--- src/rtl/uart_tx_fifo_if.sv ---
// Write-side handshake between a word producer and the UART transmitter FIFO.
//   tx_valid : producer requests a write of tx_data
//   tx_data  : DATA_W-bit word to transmit
//   tx_ready : FIFO has room; a word is accepted on a clock edge with valid & ready
interface uart_tx_fifo_if #(
  parameter int unsigned DATA_W = 8
) ();
  logic              tx_valid;
  logic [DATA_W-1:0] tx_data;
  logic              tx_ready;

  modport master (output tx_valid, output tx_data, input tx_ready);
  modport slave  (input tx_valid, input tx_data, output tx_ready);
endinterface

--- src/rtl/uart_tx_fifo.sv ---
// UART transmitter fed by a first-word-fall-through FIFO.
// Frames are start, DATA_W data bits LSB first, optional parity, one or two
// stop bits. Baud/parity/stop settings are latched per frame when the head
// word is popped, so mid-frame configuration changes only affect later frames.
//   sys_clk, sys_rst_n : clock, asynchronous active-low reset
//   tx_if (slave)      : tx_valid / tx_data / tx_ready write handshake
//   bsp_set            : baud select 0=9600 1=19200 2=38400 3=57600 4=115200 else 9600
//   parity_mode        : 0/3 none, 1 odd, 2 even
//   stop2              : two stop bits when high
//   uart_txd           : serial line, idle high
//   tx_busy            : high while a frame is on the line
//   fifo_level         : number of stored words, 0..FIFO_DEPTH
//   overflow           : sticky, set by a write attempt while full
module uart_tx_fifo #(
  parameter int unsigned CLK_FREQ   = 50000000,
  parameter int unsigned DATA_W     = 8,
  parameter int unsigned FIFO_DEPTH = 16
) (
  input  logic                        sys_clk,
  input  logic                        sys_rst_n,
  uart_tx_fifo_if.slave               tx_if,
  input  logic [2:0]                  bsp_set,
  input  logic [1:0]                  parity_mode,
  input  logic                        stop2,
  output logic                        uart_txd,
  output logic                        tx_busy,
  output logic [$clog2(FIFO_DEPTH):0] fifo_level,
  output logic                        overflow
);

  localparam int unsigned PTR_W     = $clog2(FIFO_DEPTH);
  localparam int unsigned LVL_W     = PTR_W + 1;
  localparam int unsigned CNT_W     = 16;
  localparam int unsigned IDX_W     = $clog2(DATA_W);
  localparam int unsigned BPS_9600   = CLK_FREQ / 9600   - 1;
  localparam int unsigned BPS_19200  = CLK_FREQ / 19200  - 1;
  localparam int unsigned BPS_38400  = CLK_FREQ / 38400  - 1;
  localparam int unsigned BPS_57600  = CLK_FREQ / 57600  - 1;
  localparam int unsigned BPS_115200 = CLK_FREQ / 115200 - 1;

  typedef enum logic [2:0] {
    S_IDLE,
    S_START,
    S_DATA,
    S_PARITY,
    S_STOP
  } state_t;

  // FIFO storage and bookkeeping
  logic [DATA_W-1:0] mem [FIFO_DEPTH];
  logic [PTR_W-1:0]  wr_ptr;
  logic [PTR_W-1:0]  rd_ptr;
  logic [LVL_W-1:0]  count;
  logic [LVL_W-1:0]  count_n;
  logic              ready_q;
  logic              push;
  logic              pop_c;
  logic [DATA_W-1:0] head_c;

  // Frame engine
  state_t            state;
  state_t            state_n;
  logic [CNT_W-1:0]  cnt;
  logic [CNT_W-1:0]  cnt_n;
  logic [CNT_W-1:0]  bps_c;
  logic              bit_end;
  logic [IDX_W-1:0]  idx;
  logic [IDX_W-1:0]  idx_n;
  logic [DATA_W-1:0] shreg;
  logic [DATA_W-1:0] shreg_n;
  logic [2:0]        bsp_q;
  logic [2:0]        bsp_n;
  logic              par_en_q;
  logic              par_en_n;
  logic              par_q;
  logic              par_n;
  logic              stop2_q;
  logic              stop2_n;
  logic              txd_c;
  logic              txd_q;
  logic              busy_q;

  // Write side: tx_ready is a registered "not full" flag, so a write and a
  // pop in the same cycle while full still drops the write.
  assign push           = tx_if.tx_valid & ready_q;
  assign tx_if.tx_ready = ready_q;
  assign head_c         = mem[rd_ptr];
  assign count_n        = count + LVL_W'(push) - LVL_W'(pop_c);

  assign uart_txd   = txd_q;
  assign tx_busy    = busy_q;
  assign fifo_level = count;

  // FIFO storage array (no reset needed; validity tracked by count)
  always_ff @(posedge sys_clk) begin
    if (push) begin
      mem[wr_ptr] <= tx_if.tx_data;
    end
  end

  // FIFO pointers, level, full flag and sticky overflow
  always_ff @(posedge sys_clk or negedge sys_rst_n) begin
    if (!sys_rst_n) begin
      wr_ptr   <= '0;
      rd_ptr   <= '0;
      count    <= '0;
      ready_q  <= 1'b1;
      overflow <= 1'b0;
    end else begin
      if (push) begin
        wr_ptr <= wr_ptr + PTR_W'(1);
      end
      if (pop_c) begin
        rd_ptr <= rd_ptr + PTR_W'(1);
      end
      count   <= count_n;
      ready_q <= (count_n != LVL_W'(FIFO_DEPTH));
      if (tx_if.tx_valid && !ready_q) begin
        overflow <= 1'b1;
      end
    end
  end

  // Bit period terminal count for the latched baud selection
  always_comb begin
    bps_c = CNT_W'(BPS_9600);
    case (bsp_q)
      3'd1:    bps_c = CNT_W'(BPS_19200);
      3'd2:    bps_c = CNT_W'(BPS_38400);
      3'd3:    bps_c = CNT_W'(BPS_57600);
      3'd4:    bps_c = CNT_W'(BPS_115200);
      default: bps_c = CNT_W'(BPS_9600);
    endcase
  end

  assign bit_end = (cnt == bps_c);

  // FSM state register
  always_ff @(posedge sys_clk or negedge sys_rst_n) begin
    if (!sys_rst_n) begin
      state <= S_IDLE;
    end else begin
      state <= state_n;
    end
  end

  // Next state, frame datapath updates and line level.
  // Every state change happens on bit_end, so the cycle counter naturally
  // restarts at zero on each state entry.
  always_comb begin
    state_n  = state;
    cnt_n    = bit_end ? '0 : cnt + CNT_W'(1);
    idx_n    = idx;
    shreg_n  = shreg;
    bsp_n    = bsp_q;
    par_en_n = par_en_q;
    par_n    = par_q;
    stop2_n  = stop2_q;
    pop_c    = 1'b0;
    txd_c    = 1'b1;

    case (state)
      S_IDLE: begin
        cnt_n = '0;
        idx_n = '0;
        if (count != '0) begin
          pop_c    = 1'b1;
          shreg_n  = head_c;
          bsp_n    = bsp_set;
          par_en_n = (parity_mode == 2'd1) || (parity_mode == 2'd2);
          par_n    = (^head_c) ^ (parity_mode == 2'd1);
          stop2_n  = stop2;
          state_n  = S_START;
        end
      end
      S_START: begin
        txd_c = 1'b0;
        if (bit_end) begin
          state_n = S_DATA;
        end
      end
      S_DATA: begin
        txd_c = shreg[0];
        if (bit_end) begin
          shreg_n = shreg >> 1;
          if (idx == IDX_W'(DATA_W - 1)) begin
            idx_n   = '0;
            state_n = par_en_q ? S_PARITY : S_STOP;
          end else begin
            idx_n = idx + IDX_W'(1);
          end
        end
      end
      S_PARITY: begin
        txd_c = par_q;
        if (bit_end) begin
          state_n = S_STOP;
        end
      end
      S_STOP: begin
        txd_c = 1'b1;
        if (bit_end) begin
          if (stop2_q && (idx == '0)) begin
            idx_n = IDX_W'(1);
          end else begin
            idx_n   = '0;
            state_n = S_IDLE;
          end
        end
      end
      default: begin
        state_n = S_IDLE;
      end
    endcase
  end

  // Frame registers and registered line outputs (one cycle behind the FSM)
  always_ff @(posedge sys_clk or negedge sys_rst_n) begin
    if (!sys_rst_n) begin
      cnt      <= '0;
      idx      <= '0;
      shreg    <= '0;
      bsp_q    <= '0;
      par_en_q <= 1'b0;
      par_q    <= 1'b0;
      stop2_q  <= 1'b0;
      txd_q    <= 1'b1;
      busy_q   <= 1'b0;
    end else begin
      cnt      <= cnt_n;
      idx      <= idx_n;
      shreg    <= shreg_n;
      bsp_q    <= bsp_n;
      par_en_q <= par_en_n;
      par_q    <= par_n;
      stop2_q  <= stop2_n;
      txd_q    <= txd_c;
      busy_q   <= (state != S_IDLE);
    end
  end

endmodule
--- src/flat_wrapper.sv ---
// flat-port wrapper written by rule: the top's interface ports become plain ports
module uart_tx_fifo_flat 
#(
  parameter int unsigned CLK_FREQ   = 50000000,
  parameter int unsigned DATA_W     = 8,
  parameter int unsigned FIFO_DEPTH = 16
)
  (sys_clk, sys_rst_n, bsp_set, parity_mode, stop2, uart_txd, tx_busy, fifo_level, overflow, tx_if_tx_valid, tx_if_tx_data, tx_if_tx_ready);
  uart_tx_fifo_if #(.DATA_W(DATA_W)) tx_if_i ();
  input  logic sys_clk;
  input  logic sys_rst_n;
  input  logic [2:0] bsp_set;
  input  logic [1:0] parity_mode;
  input  logic stop2;
  output logic uart_txd;
  output logic tx_busy;
  output logic [$clog2(FIFO_DEPTH):0] fifo_level;
  output logic overflow;
  input wire logic [$bits(tx_if_i.tx_valid)-1:0] tx_if_tx_valid;
  input wire logic [$bits(tx_if_i.tx_data)-1:0] tx_if_tx_data;
  output wire logic [$bits(tx_if_i.tx_ready)-1:0] tx_if_tx_ready;
  assign tx_if_i.tx_valid = tx_if_tx_valid;
  assign tx_if_i.tx_data = tx_if_tx_data;
  assign tx_if_tx_ready = tx_if_i.tx_ready;
  uart_tx_fifo #(.CLK_FREQ(CLK_FREQ), .DATA_W(DATA_W), .FIFO_DEPTH(FIFO_DEPTH)) u_core (.sys_clk(sys_clk), .sys_rst_n(sys_rst_n), .tx_if(tx_if_i), .bsp_set(bsp_set), .parity_mode(parity_mode), .stop2(stop2), .uart_txd(uart_txd), .tx_busy(tx_busy), .fifo_level(fifo_level), .overflow(overflow));
endmodule
--- config.mk ---
export PLATFORM = sky130hd
export DESIGN_NAME = uart_tx_fifo_flat
export DESIGN_NICKNAME = d
export VERILOG_FILES = /design/src/rtl/uart_tx_fifo_if.sv /design/src/rtl/uart_tx_fifo.sv /design/src/flat_wrapper.sv
export SDC_FILE = /design/constraint.sdc
export NUM_CORES = 1
export LEC_CHECK = 0
export ABC_AREA = 1
export CAP_MARGIN = 25
export CELL_PAD_IN_SITES_DETAIL_PLACEMENT = 1
export CELL_PAD_IN_SITES_GLOBAL_PLACEMENT = 1
export CORE_AREA = 2 2 136 138
export DETAILED_ROUTE_END_ITERATION = 10
export DIE_AREA = 0 0 138 140
export GPL_ROUTABILITY_DRIVEN = 0
export GPL_TIMING_DRIVEN = 0
export PLACE_DENSITY = 0.83
export SETUP_SLACK_MARGIN = 0.05
export SLEW_MARGIN = 20
export SYNTH_ARGS = -nofsm -noshare
export SYNTH_HDL_FRONTEND = slang
export SYNTH_SLANG_ARGS = --single-unit
export TNS_END_PERCENT = 100
--- constraint.sdc ---
create_clock -name sys_clk -period 3.8 [get_ports sys_clk]
set_clock_uncertainty 0.2 [all_clocks]
set_input_delay 0.57 -clock sys_clk [delete_from_list [all_inputs] [get_ports sys_clk]]
set_output_delay 0.57 -clock sys_clk [all_outputs]
set_load 0.05 [all_outputs]
==> out/qor.csv, run 1 <==
stage,metric,value,unit
setup_path,"delay-heaviest family, CP",simple AND/OR/NAND/NOR gates,
floorplanning,Starting Density,0.472,
setup_path,crit path kind,reg -> reg,
timing,Tmin final,3.45,ns
clocking,CTS Hold Bufs,0,
routing,Vias per Instance,5.54,
routing,Remaining DRCs,0,
placed_design,HPWL Detailed,15000,µm
setup_path,crit-path cells,nor2_1 > inv_1 > nor2_4 > inv_1 > nor2_4 > clkbuf_4 > ha_1 > inv_1 > ha_1 > fa_1 > a21oi_1 > nor2_1 > nor2_1 > xor2_1 > nand2_1,
global_routing,grt total ovfl,0,
clocking,htree depth,4,
global_routing,most used routing layer,met2,
power,Logic pwr share,0.457,
global_routing,GR Util met3,0.0482,
power,Psw,3.56,mW
global_routing,GRT met1 Usage,0.305,
setup_path,CP Data Arrival Time,3.62,ns
global_routing,number of antenna violations at the first check in global routing,0,
setup_path,critical path peak fanout,10,
routing,WL final,23100,µm
routing,initial DRC count,457,
timing,setup TNS,0,ns
setup_path,WP data required,3.96,ns
placed_design,total placed instance area,8930,µm²
flow_run,Max-cap violations,0,
clocking,CTS tree,yes,
final_layout,area grow syn2layout,13.7,%
floorplanning,Die ar.,19300,µm²
setup_path,worst path bufs/invs,4,
final_layout,Multi-input gate area,2740,µm²
power,Lkg Pwr,4.01,nW
routing,antenna-violating nets left,0,
synth,post-synthesis cell area,8400,µm²
timing,Tcrit/Tclk final,0.909,
global_routing,largest net degree at the start of global routing,54,
power,Seq pwr share,0.328,
placed_design,IO Port Bufs,25,
power,Int Pwr,4.50,mW
timing,max-slew violations,0,
min_path,Hold Crit Class,in -> async,
setup_path,Crit-path slowest cell,fa_1,
global_routing,vias in the first global route,6793,
synth,register bit total from synthesis,181,
floorplanning,Rows,49,
clocking,number of CTS-inserted buffers,17,
timing,Slew HR,0.298,
timing,setup violators final,0,
final_layout,Fillers,2020,
global_routing,GR Util All Layers,0.248,
final_layout,register area,5170,µm²
power,clock share of power,0.215,
synth,Gate Count Post-Synth,867,
global_routing,GR Util met2,0.429,
status,failing checks,hold timing,
floorplanning,die boundary width,138,µm
floorplanning,Die Ht,140,µm
routing,DR pass1 iterations,5,
clocking,Bufs on Longest Clock Path,2,
clocking,clock sinks,181,
setup_path,Worst setup EP type,flop,
power,pwr dens,845,nW/µm²
clocking,clock-pin slew on the worst setup and hold paths,0.07,ns
timing,RSZ-0062 raised after global routing,no,
floorplanning,number of top-level pins,26,
routing,post-DR wirelength/cell,19.9,µm
synth,post-synth net total,901,
setup_path,crit path launch type,flop,
synth,sequential area share after synthesis,0.616,
timing,Final Hold Fails,20,
synth,warning count from the yosys run,0,
synth,Cell variety after synth,41,
final_layout,share of layout cells above drive strength 1,0.0743,
global_routing,first-pass GRT wire length,36700,µm
setup_path,max incr delay on CP,0.43,ns
floorplanning,core area,17800,µm²
routing,DR vias,6416,
power,switching share of power,0.442,
timing,hold slack,-0.0110,ns
status,status,"finished, violations left",
clocking,Root Buffer,clkbuf_16,
timing,measured slew at the worst slew-check pin,1.05,ns
power,VDD IR max,494,µV
final_layout,post-route design area,9540,µm²
final_layout,Nets,950,
clocking,later-pin clock latency in the skew report,0.45,ns
timing,FMAX,290,MHz
final_layout,ANT cells,0,
synth,Avg Synthesized Cell Area,9.68,µm²
-- placed cells by master (no fill, tap or decap), types with 2 or more instances in the layout --
cell | synthesis | final
nand2_1 | 225 | 225
edfxtp_1 | 128 | 128
nor2_1 | 100 | 98
inv_1 | 90 | 90
nand3_1 | 84 | 84
o21ai_0 | 55 | 55
dfrtp_1 | 51 | 51
clkdlybuf4s50_1 | 0 | 24
xor2_1 | 18 | 18
clkbuf_16 | 0 | 17
clkbuf_1 | 12 | 16
ha_1 | 16 | 16
nor3_1 | 9 | 9
a21oi_1 | 8 | 8
buf_4 | 2 | 8
buf_2 | 9 | 8
o21ai_2 | 7 | 7
nand4_1 | 6 | 6
o211ai_1 | 5 | 5
inv_6 | 0 | 5
clkinv_1 | 4 | 4
nand2_2 | 4 | 4
buf_1 | 4 | 4
nor4_1 | 3 | 3
inv_2 | 3 | 3
nor3b_1 | 3 | 3
nor2_4 | 0 | 2
and3_1 | 2 | 2
xnor2_1 | 2 | 2
inv_8 | 0 | 2
dfstp_2 | 2 | 2
-- metrics by stage --
step | power, mW | hold WS [ns] | util | instances | setup WS (ns)
3_3_place_gp | 6.03 | 0.260 | 0.502 | 1121 | -0.203
2_1_floorplan | 5.08 | 0.0744 | - | 867 | 0.658
4_1_cts | 8.01 | 0.00793 | 0.534 | 1153 | 0.0518
6_report | 8.07 | -0.0110 | 0.537 | 1158 | 0.347
5_1_grt | 8.61 | 0.0270 | 0.537 | 1158 | 0.0425
3_5_place_dp | 6.22 | 0.265 | 0.502 | 1121 | -0.412
-- cell usage after synthesis --
cell      instances  area, µm²
and3_1            2       12.5
a221oi_1          1       8.76
buf_2             9       45.0
buf_6             1       11.3
nand3_2           1       10.0
a21oi_1           8       40.0
nand4_1           6       37.5
a31oi_1           1       6.26
fa_1              1       20.0
nor2_2            1       6.26
a211oi_1          1       7.51
o21bai_1          1       7.51
o211ai_1          5       37.5
a21boi_4          1       18.8
inv_2             3       11.3
clkinv_1          4       15.0
nor3_1            9       45.0
nand2_1         225        845
nor4_1            3       18.8
xor2_1           18        158
nor3_2            1       10.0
inv_1            90        338
dfrtp_1          51       1280
xnor2_1           2       17.5
nand2_2           4       25.0
nor3b_1           3       22.5
edfxtp_1        128       3840
dfstp_2           2       52.6
o21ai_2           7       61.3
nor2_1          100        375
o21a_1            1       7.51
clkbuf_1         12       45.0
a21boi_2          1       11.3
buf_1             4       15.0
a211o_1           1       8.76
o22ai_1           1       6.26
ha_1             16        200
o31ai_1           1       7.51
nand3_1          84        420
o21ai_0          55        275
buf_4             2       15.0
-- routing by layer --
metal / up-vias / routed length (µm)
met5: - / 0
met4: 0 / 623
met3: 52 / 1130
met2: 220 / 11700
met1: 3189 / 9680
li1: 2955 / -
-- worst reg2reg max path, cell delays in order (launching register included) --
cell      delay, ns
dfrtp_1        0.42
nor2_1         0.25
inv_1          0.13
nor2_4         0.17
inv_1          0.17
nor2_4         0.19
clkbuf_4       0.25
ha_1           0.16
inv_1          0.04
ha_1           0.20
fa_1           0.43
a21oi_1        0.19
nor2_1         0.06
nor2_1         0.14
xor2_1         0.27
nand2_1        0.12
-- worst paths after layout --
check                                 from                     to  slack [ns]  cells past startpoint
max                        u_core.state[2]  u_core.tx_if.tx_ready        0.35                     15
max in group asynchronous        sys_rst_n       u_core.wr_ptr[2]        2.92                      1
min reg2reg                u_core.shreg[2]        u_core.shreg[2]        0.28                      2
max reg2reg                u_core.state[2]  u_core.tx_if.tx_ready        0.35                     15
min                              sys_rst_n        u_core.shreg[7]       -0.01                      1
min in group sys_clk       u_core.shreg[2]        u_core.shreg[2]        0.28                      2
-- state kept, by name, indices dropped and copies added (netlist names), 3 cells and up --
register / count
u_core.mem: 128
u_core.wr_ptr: 4
u_core.state: 3
u_core.rd_ptr: 4
u_core.shreg: 8
u_core.bsp_q: 3
u_core.fifo_level: 5
u_core.cnt: 16
u_core.idx: 3
-- kinds of logic (layout without fill, tap and decap cells) --
kind of cell,Yosys count,count (layout),synth area share
flip-flops,181,181,0.616
adder cells (fa/ha/maj),17,17,0.0262
AND/OR/NAND/NOR,439,439,0.218
XOR/XNOR,20,20,0.0209
AO/OA/AOI/OAI,85,85,0.0601
buffers and inverters,125,187,0.0590
-- power by group through the flow --
stage          Combinational [mW]  Clock, mW  Sequential, mW
2_1_floorplan                2.29          0            2.79
3_3_place_gp                 3.36          0            2.67
3_5_place_dp                 3.54          0            2.68
4_1_cts                      3.62       1.75            2.65
5_1_grt                      4.10       1.82            2.69
6_report                     3.68       1.73            2.65
-- what timing repair did --
| action | CTS | global route |
|---|---|---|
| endpoints found under the hold margin | 0 | 0 |
| resized for setup | 3 | 2 |
| endpoints found under the setup margin | 2 | 2 |
| setup buffers | 0 | 4 |
| pin swaps | 0 | 1 |
-- layout make-up --
| type | instances | area share |
|---|---|---|
| sequential | 181 | 0.542 |
| clock buffer | 21 | 0.0462 |
| multi-input combinational | 561 | 0.287 |
| buffer | 28 | 0.0140 |
| tap | 229 | 0.0300 |
| inverter | 97 | 0.0382 |
| timing repair buffer | 30 | 0.0299 |
| clock inverter | 11 | 0.0123 |
(Power assumes the default switching activity.)
==> run 2: changes to the inputs <==
Settings changed: SKIP_CTS_REPAIR_TIMING set to 1.
==> run 2 against run 1 <==
  * Critical path depth unchanged
  * Non-clock buffer count unchanged
  * Combinational power about the same
  * Total power about the same
  * Clock power about the same
  * Setup slack got worse by 0.023 ns
  * Count of clock-buffer cells in the layout unchanged
  * Die area unchanged
  * The run still ends with hold timing left
==> out/qor.csv, run 2 (synthesis gave the netlist of run 1 again) <==
stage,metric,value,unit,change
floorplanning,core area,17800,µm²,unchanged
routing,Vias per Instance,5.53,,-0.19%
global_routing,number of antenna violations at the first check in global routing,0,,unchanged
setup_path,max incr delay on CP,0.43,ns,about the same
power,Int Pwr,4.50,mW,about the same
timing,Tcrit/Tclk final,0.915,,+0.00613
clocking,Bufs on Longest Clock Path,2,,unchanged
routing,post-DR wirelength/cell,20.0,µm,+0.14%
clocking,clock-pin slew on the worst setup and hold paths,0.07,ns,about the same
setup_path,Crit path depth,15,,unchanged
setup_path,Worst R2R Start,u_core.state[2],,
timing,max-slew violations,0,,unchanged
flow_run,Max-cap violations,0,,unchanged
floorplanning,number of top-level pins,26,,unchanged
global_routing,GR Util All Layers,0.248,,unchanged
clocking,later-pin clock latency in the skew report,0.44,ns,about the same
final_layout,area grow syn2layout,13.7,%,unchanged
power,Psw,3.57,mW,about the same
floorplanning,Rows,49,,unchanged
power,pwr dens,845,nW/µm²,about the same
global_routing,vias in the first global route,6797,,+0.059%
placed_design,pre-CTS WS,-0.412,ns,unchanged
setup_path,"delay-heaviest family, CP",simple AND/OR/NAND/NOR gates,,
clocking,htree depth,4,,unchanged
placed_design,IO Port Bufs,25,,unchanged
setup_path,CP Data Arrival Time,3.64,ns,+0.02 ns
timing,FMAX,288,MHz,-0.67%
setup_path,crit path launch type,flop,,
setup_path,FF-to-FF End,u_core.tx_if.tx_ready,,
min_path,Hold Crit Class,in -> async,,
timing,Tmin final,3.48,ns,+0.0233 ns
power,Seq pwr share,0.328,,about the same
final_layout,Nets,950,,unchanged
clocking,CTS tree,yes,,
routing,WL final,23100,µm,+0.14%
final_layout,ANT cells,0,,unchanged
timing,measured slew at the worst slew-check pin,1.04,ns,-0.00759 ns
global_routing,grt total ovfl,0,,unchanged
final_layout,share of layout cells above drive strength 1,0.0743,,unchanged
status,failing checks,hold timing,,
global_routing,largest net degree at the start of global routing,54,,unchanged
power,Lkg Pwr,4.01,nW,unchanged
clocking,clock sinks,181,,unchanged
timing,hold slack,-0.0120,ns,-0.00104 ns
power,clock share of power,0.215,,about the same
timing,setup violators final,0,,unchanged
power,switching share of power,0.442,,about the same
routing,antenna-violating nets left,0,,unchanged
final_layout,"most common cell after layout, fill and taps aside",nand2_1,,
power,"Power, Total",8.07,mW,about the same
setup_path,worst setup path endpoint,u_core.tx_if.tx_ready,,
timing,Slew HR,0.303,,+0.00508
timing,final setup margin,0.323,ns,-0.0233 ns
status,status,"finished, violations left",,
final_layout,Fillers,2022,,+0.099%
routing,initial DRC count,543,,+19%
clocking,Root Buffer,clkbuf_16,,
clocking,number of CTS-inserted buffers,17,,unchanged
setup_path,critical path launch point,u_core.state[2],,
routing,DR pass1 iterations,5,,unchanged
setup_path,WP data required,3.96,ns,about the same
setup_path,crit path kind,reg -> reg,,
setup_path,critical path peak fanout,10,,unchanged
placed_design,HPWL Detailed,15000,µm,unchanged
setup_path,Crit-path slowest cell,fa_1,,
setup_path,Worst setup EP type,flop,,
timing,Final Hold Fails,15,,-25%
routing,DR vias,6404,,-0.19%
final_layout,"Most flops, register",u_core.mem,,
final_layout,post-layout util,0.537,,unchanged
power,Logic pwr share,0.457,,about the same
floorplanning,Die ar.,19300,µm²,unchanged
setup_path,flop2flop setup slack,0.32,ns,-0.02 ns
timing,RSZ-0062 raised after global routing,no,,
setup_path,worst path bufs/invs,4,,unchanged
final_layout,most frequent cells in the layout,"nand2_1 (225), edfxtp_1 (128), nor2_1 (98)",,
final_layout,max reg flops,128,,unchanged
power,VDD IR max,495,µV,+0.15%
floorplanning,Die Ht,140,µm,unchanged
setup_path,crit-path cells,nor2_1 > inv_1 > nor2_4 > inv_1 > nor2_4 > clkbuf_4 > ha_1 > inv_1 > ha_1 > fa_1 > a21oi_1 > nor2_1 > nor2_1 > xor2_1 > nand2_1,,
global_routing,first-pass GRT wire length,36600,µm,about the same
floorplanning,die boundary width,138,µm,unchanged
floorplanning,Starting Density,0.472,,unchanged
setup_path,FF-to-FF path depth,15,,unchanged
final_layout,largest registers,"u_core.mem: 128 flops, u_core.cnt: 16 flops, u_core.shreg: 8 flops",,
routing,Remaining DRCs,0,,unchanged
-- run 2: cell counts in the layout (fill, tap and decap cells not counted) --
Identical to the previous run, type by type.
-- run 2: layout make-up --
cell class                      count  area [µm²]  area share
Sequential cell                   181        5170       0.542
Clock buffer                       21         440      0.0462
Multi-Input combinational cell    561        2740       0.287
Inverter                           97         364      0.0382
Buffer                             28         134      0.0140
Clock inverter                     11         118      0.0123
Tap cell                          229         287      0.0300
Timing Repair Buffer               30         285      0.0299
-- run 2: power groups by stage --
stage	sequential, mW	combinational (mW)	clock [mW]
2_1_floorplan	2.79	2.29	0
3_3_place_gp	2.67	3.36	0
3_5_place_dp	2.68	3.54	0
4_1_cts	2.65	3.60	1.75
5_1_grt	2.69	4.10	1.82
6_report	2.65	3.69	1.73
-- run 2: worst register-to-register path, cell delays in order, from the launching register on --
cell and delay [ns]:
dfrtp_1 0.42, nor2_1 0.26, inv_1 0.13, nor2_4 0.17, inv_1 0.17, nor2_4 0.19
clkbuf_4 0.25, ha_1 0.15, inv_1 0.04, ha_1 0.20, fa_1 0.43, a21oi_1 0.19
nor2_1 0.06, nor2_1 0.14, xor2_1 0.27, nand2_1 0.12
-- run 2: how the worst min path moves through the flow --
stage                               start         endpoint  cells past startpoint
final                           sys_rst_n  u_core.shreg[7]                      1
after global routing            sys_rst_n   u_core.stop2_q                      1
after CTS                       sys_rst_n   u_core.cnt[14]                      1
after detailed placement  u_core.overflow  u_core.overflow                      1
after global placement    u_core.shreg[2]  u_core.shreg[2]                      2
after floorplan                 sys_rst_n  u_core.bsp_q[0]                      0
-- run 2: through the flow --
stage	setup TNS (ns)	std cells	instance area [µm²]
3_3_place_gp	-0.306	1121	8930
6_report	0	1158	9540
3_5_place_dp	-0.728	1121	8930
2_1_floorplan	0	867	8400
5_1_grt	0	1158	9540
4_1_cts	-0.756	1153	9490
-- run 2: layer usage --
| layer | GRT usage | share of wire | up-vias |
|---|---|---|---|
| li1 | - | - | 2959 |
| met1 | 0.305 | 0.42 | 3176 |
| met2 | 0.429 | 0.50 | 215 |
| met3 | 0.0482 | 0.051 | 54 |
| met4 | 0.108 | 0.029 | 0 |
| met5 | 0 | 0 | - |
==> patch 1: new RTL, config.mk and constraints of run 2 <==
Reset style: synchronous (`sys_rst_n`), changed in 3 clocked blocks. Comments in the files are not updated.
--- a/src/rtl/uart_tx_fifo.sv
+++ b/src/rtl/uart_tx_fifo.sv
@@ -100,5 +100,5 @@
 
   // FIFO pointers, level, full flag and sticky overflow
-  always_ff @(posedge sys_clk or negedge sys_rst_n) begin
+  always_ff @(posedge sys_clk) begin
     if (!sys_rst_n) begin
       wr_ptr   <= '0;
@@ -137,5 +137,5 @@
 
   // FSM state register
-  always_ff @(posedge sys_clk or negedge sys_rst_n) begin
+  always_ff @(posedge sys_clk) begin
     if (!sys_rst_n) begin
       state <= S_IDLE;
@@ -216,5 +216,5 @@
 
   // Frame registers and registered line outputs (one cycle behind the FSM)
-  always_ff @(posedge sys_clk or negedge sys_rst_n) begin
+  always_ff @(posedge sys_clk) begin
     if (!sys_rst_n) begin
       cnt      <= '0;
Function: differs if sys_rst_n is asserted again (counterexample within 4 cycles, from zero or initial values and one cycle with sys_rst_n low); with sys_rst_n held inactive, the same outputs for 10 cycles.
==> patch 1 against run 2 <==
- final area up 0.72%
- routed wire length rose by 5.3%
- largest power group unchanged
- synthesized area is 0.98% higher
- largest cell class unchanged
- sequential cell count increased by 4
- setup slack gained 0.083 ns
- synthesized cell count grew 6.9%
- count of clock-buffer cells in the layout down 4
- total power down 13%
- critical path type unchanged
==> patch 1: results (changes against run 2) <==
stage	metric	value	unit	change
clocking	cts_num_sinks	185		+2.2%
synth	post_synth_xor_area_fraction	0.0204		-0.000498
grt	wire_length_of_the_first_global_routing_pass	38.8	mm	+5.8%
power	ir_drop	515	µV	+4.2%
cells_and_area	multi_input_area_share	0.307		+0.0194
detailed_routing	dr_total_vias	6705		+4.7%
placement	placedCellCount	1180		+5.3%
synth	postSynth.asyncResetShare	0		-0.293
cells_and_area	buffers_excl_clock	58		unchanged
detailed_routing	drt-wirelength-per-cell	20.1	µm	+0.46%
power	clkPwrFrac	0.258		+0.043
detailed_routing	wirelength_met1	10.3	mm	+6.4%
cells_and_area	drive_above_1_share	0.0853		+0.0110
power	p_int	4.17	mW	-7.3%
run_status	status	finished, final reports clean		
floorplan	design.core.area	17800	µm²	unchanged
power	power.share.sequential	0.354		+0.026
synth	postSynthNetCount	961		+6.7%
detailed_routing	met2RoutedLength	12.3	mm	+5.8%
hold_path	hp-start	u_core.cnt[0]$_SDFF_PP0_		
worst_setup_path	crit_path_end	u_core.tx_if.tx_ready$_SDFF_PN1_		
timing	fmax	295	MHz	+2.5%
cells_and_area	finalNonFillerCells	1214		+4.8%
placement	dp_hpwl	16.3	mm	+8.6%
placement	port_buffers	24		-4.0%
placement	post-place-ws	0.253	ns	+0.665 ns
timing	worst-slew-pin-transition	1.03	ns	-0.00706 ns
cells_and_area	area.share.sequential	0.519		-0.0234
grt	grt_start_max_net_pins	18		-67%
placement	placed_area	9000	µm²	+0.84%
grt	grt_use_met1	0.321		+0.0153
grt	use_met2	0.450		+0.0211
synth	netlist_top_cells_area	sky130_fd_sc_hd__edfxtp_1 45%, sky130_fd_sc_hd__dfxtp_1 13%, sky130_fd_sc_hd__nand2_1 12%		
synth	synth-seq-area-share	0.588		-0.0281
worst_setup_path	critical_path_arrival	3.50	ns	-0.14 ns
worst_setup_path	critPathLaunch	u_core.state[1]$_SDFFE_PN0P_		
hold_path	worstHoldPathType	flip-flop to flip-flop		
cells_and_area	inv_count	102		+5.2%
synth	syn-mean-instance-area	9.15	µm²	-5.6%
cells_and_area	clkCellAreaFrac	0.0614		+0.00297
grt	first_global_vias	7363		+8.3%
synth	synth_fa_ha_area_frac	0.0260		-0.000255
grt	globalRouteTotalUtil	0.260		+0.0121
cells_and_area	num-nets-final	1006		+5.9%
cells_and_area	biggestRegsByFlops	u_core.mem (128), u_core.cnt (16), u_core.shreg (8)		
worst_setup_path	worstRegToRegCells	16		+1
detailed_routing	drt-initial-drc-count	605		+11%
cells_and_area	multi_input_comb_cells	608		+8.4%
synth	commonest_cells_in_the_netlist	261 x sky130_fd_sc_hd__nand2_1, 128 x sky130_fd_sc_hd__edfxtp_1, 96 x sky130_fd_sc_hd__nand3_1, 95 x sky130_fd_sc_hd__nor2_1, 93 x sky130_fd_sc_hd__inv_1		
detailed_routing	routed-wl-met3	1.12	mm	-4.3%
grt	grt_util_met3	0.0448		-0.00342
power	power_leakage	3.88	nW	-3.2%
power	pg_comb	2.73	mW	-26%
synth	synth_compound_gate_area_share	0.0502		-0.00988
cells_and_area	filler_cell_count	2058		+1.8%
patch 1: cell count changes after synthesis, moves of 5 or more:
cell,before,now
sky130_fd_sc_hd__dfxtp_1,0,57
sky130_fd_sc_hd__dfrtp_1,51,0
sky130_fd_sc_hd__nand2_1,225,261
sky130_fd_sc_hd__a21oi_1,8,34
sky130_fd_sc_hd__o21ai_0,55,33
sky130_fd_sc_hd__nand3_1,84,96
sky130_fd_sc_hd__o21ai_2,7,0
sky130_fd_sc_hd__inv_2,3,8
sky130_fd_sc_hd__nor2_1,100,95
sky130_fd_sc_hd__o21ai_1,0,5
sky130_fd_sc_hd__xor2_1,18,13
patch 1: metrics by stage:
stage / util / hold slack, ns
3_5_place_dp: 0.506 / 0.241
2_1_floorplan: - / 0.217
4_1_cts: 0.540 / 0.257
3_3_place_gp: 0.506 / 0.229
5_1_grt: 0.541 / 0.300
6_report: 0.541 / 0.251
==> patch 2: new RTL, flow settings as in run 2 <==
Without the edit above. `CLK_FREQ` is set to 50000000 in 2 places; all go to 33554432.
--- a/src/rtl/uart_tx_fifo.sv
+++ b/src/rtl/uart_tx_fifo.sv
@@ -13,5 +13,5 @@
 //   overflow           : sticky, set by a write attempt while full
 module uart_tx_fifo #(
-  parameter int unsigned CLK_FREQ   = 50000000,
+  parameter int unsigned CLK_FREQ   = 33554432,
   parameter int unsigned DATA_W     = 8,
   parameter int unsigned FIFO_DEPTH = 16
--- a/src/flat_wrapper.sv
+++ b/src/flat_wrapper.sv
@@ -2,5 +2,5 @@
 module uart_tx_fifo_flat 
 #(
-  parameter int unsigned CLK_FREQ   = 50000000,
+  parameter int unsigned CLK_FREQ   = 33554432,
   parameter int unsigned DATA_W     = 8,
   parameter int unsigned FIFO_DEPTH = 16
Function: same outputs for any inputs over 10 cycles, from zero or initial values and one cycle with sys_rst_n low; that may be too few to reach the edited logic, so the function may still have changed.
==> patch 2 against run 2 <==
- the run still ends with hold timing left
- synthesized cell count is 0.69% lower
- total power increased by 2.2%
- routed wire length fell by 0.41%
- non-clock buffer count up 1
- setup slack better by 0.042 ns
- final area grew 0.69%
- sequential cell count is the same
- synthesized area increased by 0.37%
- critical endpoint unchanged
- highest routed layer unchanged
==> patch 2: results (changes against run 2) <==
stage	metric	value	unit	change
clocking	worst_setup_hold_path_clk_slew	0.08	ns	
power	ir_drop	497	µV	+0.46%
power	power_leakage	4.04	nW	+0.89%
run_status	status	finished, violations left		
synth	postSynth.asyncResetShare	0.293		unchanged
grt	grt_antenna_before_repair	0		unchanged
cells_and_area	drive_above_1_share	0.0965		+0.0223
run_status	failed_checks	hold timing		
cells_and_area	num-nets-final	943		-0.74%
clocking	cts_root_buffer	sky130_fd_sc_hd__clkbuf_16		
grt	first_global_vias	6650		-2.2%
worst_setup_path	critical_path_arrival	3.60	ns	-0.04 ns
synth	synthesis.yosys.warnings	0		unchanged
worst_setup_path	timing.rr.start	u_core.fifo_level[3]$_DFF_PN0_		
synth	synth-seq-area-share	0.614		-0.00229
synth	commonest_cells_in_the_netlist	207 x sky130_fd_sc_hd__nand2_1, 128 x sky130_fd_sc_hd__edfxtp_1, 105 x sky130_fd_sc_hd__nor2_1, 97 x sky130_fd_sc_hd__inv_1, 89 x sky130_fd_sc_hd__nand3_1		
placement	dp_hpwl	15.0	mm	-0.12%
detailed_routing	drt-wirelength-per-cell	20.0	µm	+0.20%
grt	wire_length_of_the_first_global_routing_pass	36.3	mm	-1.0%
clocking	ctsHtreeMaxLevel	4		unchanged
synth	synth_enable_flop_cells	128		unchanged
hold_path	worstHoldPathType	primary input to asynchronous set/reset pin		
synth	netlist_top_cells_area	sky130_fd_sc_hd__edfxtp_1 46%, sky130_fd_sc_hd__dfrtp_1 15%, sky130_fd_sc_hd__nand2_1 9.2%		
clocking	worstSkewPairLatency	0.44	ns	about the same
worst_setup_path	timing.reg2reg.setup_slack	0.37	ns	+0.04 ns
worst_setup_path	highest_net_fanout_along_the_worst_path	10		unchanged
timing	worst_hold_slack	-0.0243	ns	-0.0122 ns
worst_setup_path	timing.critical_path.from_type	flip-flop		
clocking	numCtsBuffers	17		unchanged
timing	worst-slew-pin-transition	1.04	ns	+0.00231 ns
grt	globalRouteTotalUtil	0.246		-0.00255
placement	placed_area	8960	µm²	+0.35%
cells_and_area	insertedDiodeCount	0		unchanged
synth	unique_cell_type_count_in_the_yosys_netlist	41		unchanged
detailed_routing	routed_via_density	5.41		-2.1%
timing	timing.final.hold_violations	44		+29
cells_and_area	biggestRegsByFlops	u_core.mem (128), u_core.cnt (16), u_core.shreg (8)		
grt	grt_start_max_net_pins	54		unchanged
detailed_routing	detailedRoute.firstPassIterationCount	5		unchanged
worst_setup_path	worstRegToRegCells	14		-1
worst_setup_path	crit_path_end	u_core.tx_if.tx_ready$_DFF_PN1_		
clocking	cts_buffer_depth	2		unchanged
detailed_routing	drt-initial-drc-count	527		-2.9%
placement	port_buffers	25		unchanged
synth	postSynthNetCount	895		-0.67%
-- patch 2: cell count changes after synthesis, sizes merged, moves of 4 or more --
cell / delta
nor3: -4
clkbuf: -9
o21ai: -6
buf: +11
inv: +9
xor2: -4
nor2: +11
nand2: -19
xnor2: +4
nand3: +7
-- patch 2: metal layers --
layer	vias up	wire, µm	global-route usage
met2	193	11900	0.437
met1	3079	9430	0.296
met3	41	1160	0.0503
met4	0	567	0.0908
met5	-	0	0
li1	2917	-	-
-- patch 2: per-stage QoR --
stage	utilization	std cells	setup slack, ns
floorplan	-	861	0.569
global placement	0.504	1115	0.00543
detailed placement	0.504	1115	-0.0491
CTS	0.538	1147	-0.207
global route	0.540	1151	0.111
finish	0.540	1151	0.365
-- patch 2: logic make-up after synthesis --
family,Yosys count,share of synthesized area
and+or+nand+nor,430,0.218
DFF,181,0.614
adders and majority gates,17,0.0261
AOI/OAI and AO/OA,78,0.0517
xor gates and xnor gates,20,0.0208
buffers and inverters,135,0.0692
-- patch 2: power breakdown --
group | internal (mW) | leakage (nW) | switching, mW
clock | 0.949 | 0.294 | 0.881
sequential | 2.48 | 1.83 | 0.196
combinational | 1.16 | 1.92 | 2.58
total | 4.59 | 4.04 | 3.66
-- patch 2: critical path, stage by stage (launching register included) --
cell and delay (ns):
sky130_fd_sc_hd__dfrtp_1 0.41, sky130_fd_sc_hd__inv_1 0.09, sky130_fd_sc_hd__ha_1 0.15, sky130_fd_sc_hd__nand3_1 0.07, sky130_fd_sc_hd__nor2_1 0.42, sky130_fd_sc_hd__nor2_4 0.17, sky130_fd_sc_hd__clkbuf_4 0.25, sky130_fd_sc_hd__ha_1 0.30
sky130_fd_sc_hd__inv_1 0.06, sky130_fd_sc_hd__ha_1 0.16, sky130_fd_sc_hd__inv_1 0.06, sky130_fd_sc_hd__fa_1 0.50, sky130_fd_sc_hd__inv_1 0.06, sky130_fd_sc_hd__nor4_1 0.33, sky130_fd_sc_hd__nand2_1 0.10
-- patch 2: final cells by class --
type / instances / area [µm²]
buffer: 30 / 189
clock buffer: 18 / 429
clock inverter: 14 / 179
fill: 1995 / 8170
inverter: 105 / 397
multi-input combinational: 545 / 2680
sequential: 181 / 5170
tap: 229 / 287
timing repair buffer: 29 / 278
